### config.mk
export PLATFORM = sky130hd
export DESIGN_NAME = wb_arbiter
export DESIGN_NICKNAME = d
export VERILOG_FILES = /design/src/rtl/wb_arbiter.sv
export SDC_FILE = /design/constraint.sdc
export NUM_CORES = 1
export LEC_CHECK = 0
export BUFFER_PORTS_ARGS = -buffer_cell sky130_fd_sc_hd__buf_2
export CAP_MARGIN = 20
export CORE_MARGIN = 8
export CORE_UTILIZATION = 48
export DETAILED_ROUTE_END_ITERATION = 6
export GPL_ROUTABILITY_DRIVEN = 0
export PLACE_DENSITY = 0.81
export SYNTH_ARGS = -nofsm -noshare
export SYNTH_HDL_FRONTEND = slang
export SYNTH_SLANG_ARGS = --single-unit
### constraint.sdc
create_clock -name clk -period 3 [get_ports clk]
set_input_delay 0 -clock clk [delete_from_list [all_inputs] [get_ports clk]]
set_output_delay 0 -clock clk [all_outputs]
set_load 0.01 [all_outputs]
### src/rtl/wb_arbiter.sv
// Writeback arbiter: merges ALU and buffered MDU results onto the single
// register-file write port, with MDU anti-starvation and a pending-write scoreboard.
module wb_arbiter #(
    parameter int unsigned DEPTH        = 4,
    parameter int unsigned STARVE_LIMIT = 8
) (
    input  logic        clk,
    input  logic        rst,
    input  logic        alu_valid,
    input  logic [4:0]  alu_rd,
    input  logic [31:0] alu_data,
    output logic        alu_stall,
    input  logic        mdu_valid,
    output logic        mdu_ready,
    input  logic [4:0]  mdu_rd,
    input  logic [31:0] mdu_data,
    input  logic        issue_valid,
    input  logic [4:0]  issue_rd,
    output logic [31:0] busy_mask,
    output logic        RegWrite,
    output logic [4:0]  Rd,
    output logic [31:0] Wr_data
);

    localparam int unsigned AW = (DEPTH > 1) ? $clog2(DEPTH) : 1;
    localparam int unsigned CW = AW + 1;
    localparam int unsigned SW = $clog2(STARVE_LIMIT + 1);

    typedef struct packed {
        logic [4:0]  rd;
        logic [31:0] data;
    } entry_t;

    entry_t          mem_q [DEPTH];
    logic [AW-1:0]   rd_ptr_q, rd_ptr_d;
    logic [AW-1:0]   wr_ptr_q, wr_ptr_d;
    logic [CW-1:0]   count_q, count_d;
    logic [SW-1:0]   starve_q, starve_d;
    logic [31:0]     busy_q, busy_d;
    logic            reg_write_q, reg_write_d;
    logic [4:0]      rd_q, rd_d;
    logic [31:0]     wr_data_q, wr_data_d;

    logic            fifo_ne_c;
    logic            alu_req_c;
    logic            stall_c;
    logic            ready_c;
    logic            pop_c;
    logic            push_c;
    logic            alu_win_c;
    entry_t          head_c;

    assign fifo_ne_c = (count_q != '0);
    assign alu_req_c = alu_valid && (alu_rd != 5'd0);
    assign stall_c   = fifo_ne_c && (starve_q == SW'(STARVE_LIMIT));
    assign ready_c   = (count_q < CW'(DEPTH));
    assign pop_c     = fifo_ne_c && (stall_c || !alu_req_c);
    assign alu_win_c = alu_req_c && !stall_c;
    // rd=0 transfers complete the handshake but are dropped
    assign push_c    = mdu_valid && ready_c && (mdu_rd != 5'd0);
    assign head_c    = mem_q[rd_ptr_q];

    assign alu_stall = stall_c;
    assign mdu_ready = ready_c;
    assign busy_mask = busy_q;
    assign RegWrite  = reg_write_q;
    assign Rd        = rd_q;
    assign Wr_data   = wr_data_q;

    always_comb begin
        rd_ptr_d    = rd_ptr_q;
        wr_ptr_d    = wr_ptr_q;
        count_d     = count_q;
        starve_d    = starve_q;
        busy_d      = busy_q;
        reg_write_d = 1'b0;
        rd_d        = rd_q;
        wr_data_d   = wr_data_q;

        if (push_c) wr_ptr_d = wr_ptr_q + AW'(1);
        if (pop_c)  rd_ptr_d = rd_ptr_q + AW'(1);

        case ({push_c, pop_c})
            2'b10:   count_d = count_q + CW'(1);
            2'b01:   count_d = count_q - CW'(1);
            default: count_d = count_q;
        endcase

        if (pop_c || !fifo_ne_c) begin
            starve_d = '0;
        end else if (alu_win_c && (starve_q != SW'(STARVE_LIMIT))) begin
            starve_d = starve_q + SW'(1);
        end

        if (pop_c) begin
            reg_write_d = 1'b1;
            rd_d        = head_c.rd;
            wr_data_d   = head_c.data;
        end else if (alu_win_c) begin
            reg_write_d = 1'b1;
            rd_d        = alu_rd;
            wr_data_d   = alu_data;
        end

        // clear before set so a same-cycle reissue keeps the bit
        if (pop_c) busy_d[head_c.rd] = 1'b0;
        if (issue_valid) busy_d[issue_rd] = 1'b1;
        busy_d[0] = 1'b0;
    end

    always_ff @(posedge clk or posedge rst) begin
        if (rst) begin
            rd_ptr_q    <= '0;
            wr_ptr_q    <= '0;
            count_q     <= '0;
            starve_q    <= '0;
            busy_q      <= '0;
            reg_write_q <= 1'b0;
            rd_q        <= 5'd0;
            wr_data_q   <= 32'd0;
        end else begin
            rd_ptr_q    <= rd_ptr_d;
            wr_ptr_q    <= wr_ptr_d;
            count_q     <= count_d;
            starve_q    <= starve_d;
            busy_q      <= busy_d;
            reg_write_q <= reg_write_d;
            rd_q        <= rd_d;
            wr_data_q   <= wr_data_d;
        end
    end

    // storage needs no reset; validity is tracked by the pointers
    always_ff @(posedge clk) begin
        if (push_c) mem_q[wr_ptr_q] <= '{rd: mdu_rd, data: mdu_data};
    end

endmodule

==> metrics <==
simple-gate share of the synthesized area 9.03%; DRT antenna net count 0; register area 6450 um^2; sw power 3.58 mW; H-Tree Depth 1; main combinational cell family by area after synthesis multiplexers; Worst setup SP type flop; synth unique cells 44; Seq/Total Area, Yosys 68.5%; power density cells 918 nW/um^2; top_reg_cell synth edfxtp_1; Routed WL 24300 um; min-delay worst type in -> reg; post-CTS sizing 0; pre-CTS WS 623 ps; Die W 156 um; critical path data arrival time 2810 ps; Final Hold Fails 0; Peak VDD IR 0.467 mV; drt wl/cell 21.6 um; setup ws final 611 ps; Die Span Y 156 um; Sw Share 31.9%; final count of negative-setup-slack endpoints 0; initial core utilization 48.7%; R2R Setup Slk 610 ps; area added between synthesis and finish 30.1%; DRC Markers 0; global route total overflow 0; hold path depth 4; # fillers 1368; actual slew at the worst max-slew pin 982 ps; number of port buffers 154; core area 19300 um^2; via count 6429; # IOs 156; largest net degree at the start of global routing 66; initial antenna violation count 0; Yosys reg bits 228; Synth async-reset ratio 35.1%; Cell Area, Synth 9410 um^2; Max Cap Viol 0; Root Buffer clkbuf_16; f_max 419 MHz; area of the multi-input gates 2760 um^2; Pint 7.66 mW; HPWL after detailed placement 13900 um; Post-Syn Area per Cell 15.6 um^2; critical path class reg -> reg; synthesized-area fraction occupied by adder cells 1.14%; Area after DPL 10500 um^2; fraction of layout instances using a drive strength above 1 31.1%; Clock Pin Slew Worst Setup and Hold Paths 60 ps; register share of total power 40.2%; EDFF count, synth 148; status completed; Pleak 4.77 nW; Logic pwr share 31.0%; cell area after layout 12200 um^2; Synth Area in XOR/XNOR 0.744%; worst-skew pair later-pin latency 510 ps; Final Cycle Share 79.6%; Slew HR 34.5%; Hold Crit Start alu_valid; CP Launch Point count_q[0]$_DFFE_PP0P_; max-slew violation count 0; vias per cell 5.71; CTS Buf Count 24; setup tns final 0 ps; Hold Crit Endpoint Rd[2]$_DFFE_PP0P_; first-pass GRT wire length 37500 um; mux cell area share after synthesis 9.46%; min cycle time layout 2390 ps; Starting DRT DRC Count 411; Crit. End Element flop; DR pass1 iterations 4; maximum fanout along the worst path 40; gr usage total 19.8%; number of global-route vias before repair 6830; CTS Sinks 228; complex-gate fraction of the synthesized area 8.44%; Synth Net Count 696; RSZ-0062 raised after global routing false; CTS tree done; Clock Tree Buf Depth 3; Worst EP required 3430 ps; Synth warnings 0; Crit Reg-Reg Startpoint count_q[0]$_DFFE_PP0P_; Worst R2R Path Depth 6; Die ar. 24300 um^2; RR Endpoint Rd[3]$_DFFE_PP0P_; clock skew 13.5 ps; fin nets 933; clock power share 28.8%; Cell Rows 51; cells after synthesis 604; Post CTS Setup Buffer Count 0
==> power by group through the flow <==
stage / sequential, mW / clock, mW / combinational [mW]
6_report: 4.52 / 3.24 / 3.48
5_1_grt: 4.60 / 3.38 / 3.76
4_1_cts: 4.51 / 3.27 / 3.50
3_5_place_dp: 4.55 / 0 / 3.39
3_3_place_gp: 4.54 / 0 / 3.30
2_1_floorplan: 4.63 / 0 / 2.15
==> flip-flops by register name (all words and copies together) (netlist names) <==
name,count
rd_ptr_q,2
wr_ptr_q,2
RegWrite,1
Rd,5
Wr_data,32
busy_mask,31
count_q,3
mem_q,148
starve_q,4
==> layer usage <==
layer	global-route usage [%]	vias up	part of all wire, %
met3	4.52	48	7.5
li1	-	2833	-
met1	24.4	3246	40
met5	0	-	0
met4	4.81	0	2.1
met2	34.7	302	50
==> per-stage QoR <==
step                hold WS (ps)  cells  power, mW  utilization [%]
floorplan                   98.9    604       6.78                -
global placement             215    993       7.84             54.2
detailed placement           219    993       7.94             54.2
CTS                         6.83   1119       11.3             63.0
global route                37.0   1124       11.7             63.3
finish                      22.7   1126       11.2             63.4
==> cells by family (layout without fill, tap and decap cells) <==
kind of cell,Yosys count,after routing
AND/OR/NAND/NOR,154,154
adder cells (fa/ha/maj),8,8
XOR/XNOR,8,8
AO/OA/AOI/OAI,108,108
multiplexers,42,42
other,1,3
flip-flops,228,228
buffers and inverters,55,310
==> synthesized netlist by cell type, types with 2 or more instances <==
| cell | number | area share (%) |
|---|---|---|
| and3_1 | 3 | 0.20 |
| ha_1 | 7 | 0.93 |
| buf_2 | 11 | 0.58 |
| mux4_1 | 2 | 0.56 |
| buf_6 | 3 | 0.36 |
| or3_1 | 2 | 0.13 |
| nor2_1 | 6 | 0.24 |
| buf_1 | 6 | 0.24 |
| xor2_1 | 2 | 0.19 |
| and4bb_2 | 6 | 0.80 |
| o2111ai_1 | 2 | 0.19 |
| nor4b_4 | 4 | 1.0 |
| nor3b_1 | 4 | 0.32 |
| clkbuf_1 | 22 | 0.88 |
| inv_1 | 11 | 0.44 |
| buf_4 | 2 | 0.16 |
| mux4_2 | 35 | 8.4 |
| a22o_1 | 30 | 2.8 |
| o211ai_1 | 30 | 2.4 |
| nand2_1 | 74 | 3.0 |
| mux2i_1 | 5 | 0.53 |
| a31oi_1 | 32 | 2.1 |
| and3b_1 | 3 | 0.28 |
| edfxtp_1 | 148 | 47 |
| dfrtp_1 | 80 | 21 |
| o21ai_0 | 7 | 0.37 |
| and2_1 | 6 | 0.40 |
| and4b_1 | 3 | 0.32 |
| nor3_1 | 38 | 2.0 |
| xnor2_1 | 6 | 0.56 |
==> timing repair <==
action | in CTS | in global routing
hold buffers | 82 | 3
endpoints found under the hold margin | 239 | 3
endpoints found under the setup margin | 0 | 0
==> placed cells by master, fill, tap and decap left out, drive strengths merged, types with 5 or more instances in the layout <==
cell type    instances
mux2i                5
clkinv              10
mux4                37
edfxtp             148
inv                 10
a22o                30
xnor2                6
nand2               74
ha                   7
buf                169
clkbuf              27
o21ai                8
bufinv               6
dlygate4sd3         85
dfrtp               80
a31oi               32
and2                 6
nor3                38
o211ai              30
nor2                 6
and4bb               6
==> how the worst max path moves through the flow <==
stage | slack, ps | cells past startpoint | end
floorplan | 620 | 13 | count_q[2]$_DFFE_PP0P_
global placement | 670 | 4 | busy_mask[11]$_DFF_PP0_
detailed placement | 620 | 4 | busy_mask[9]$_DFF_PP0_
CTS | 610 | 4 | busy_mask[9]$_DFF_PP0_
global route | 470 | 12 | count_q[2]$_DFFE_PP0P_
finish | 610 | 6 | Rd[3]$_DFFE_PP0P_
==> worst max-delay path, cell delays in order (launching register included) <==
cell           delay [ps]
dfrtp_1               430
nor3_2                290
buf_4                 490
o31a_1                360
nand2_1               100
dlygate4sd3_1         560
o21ai_0                70
==> area by class of cell <==
cell class	count	area share, %
Inverter	11	0.347
Clock buffer	26	5.05
Antenna cell	2	0.0409
Multi-Input combinational cell	321	22.5
Tap cell	265	2.71
Clock inverter	18	2.11
Timing Repair Buffer	255	14.6
Sequential cell	228	52.6
Note: power is estimated with default switching activity, not from simulation.
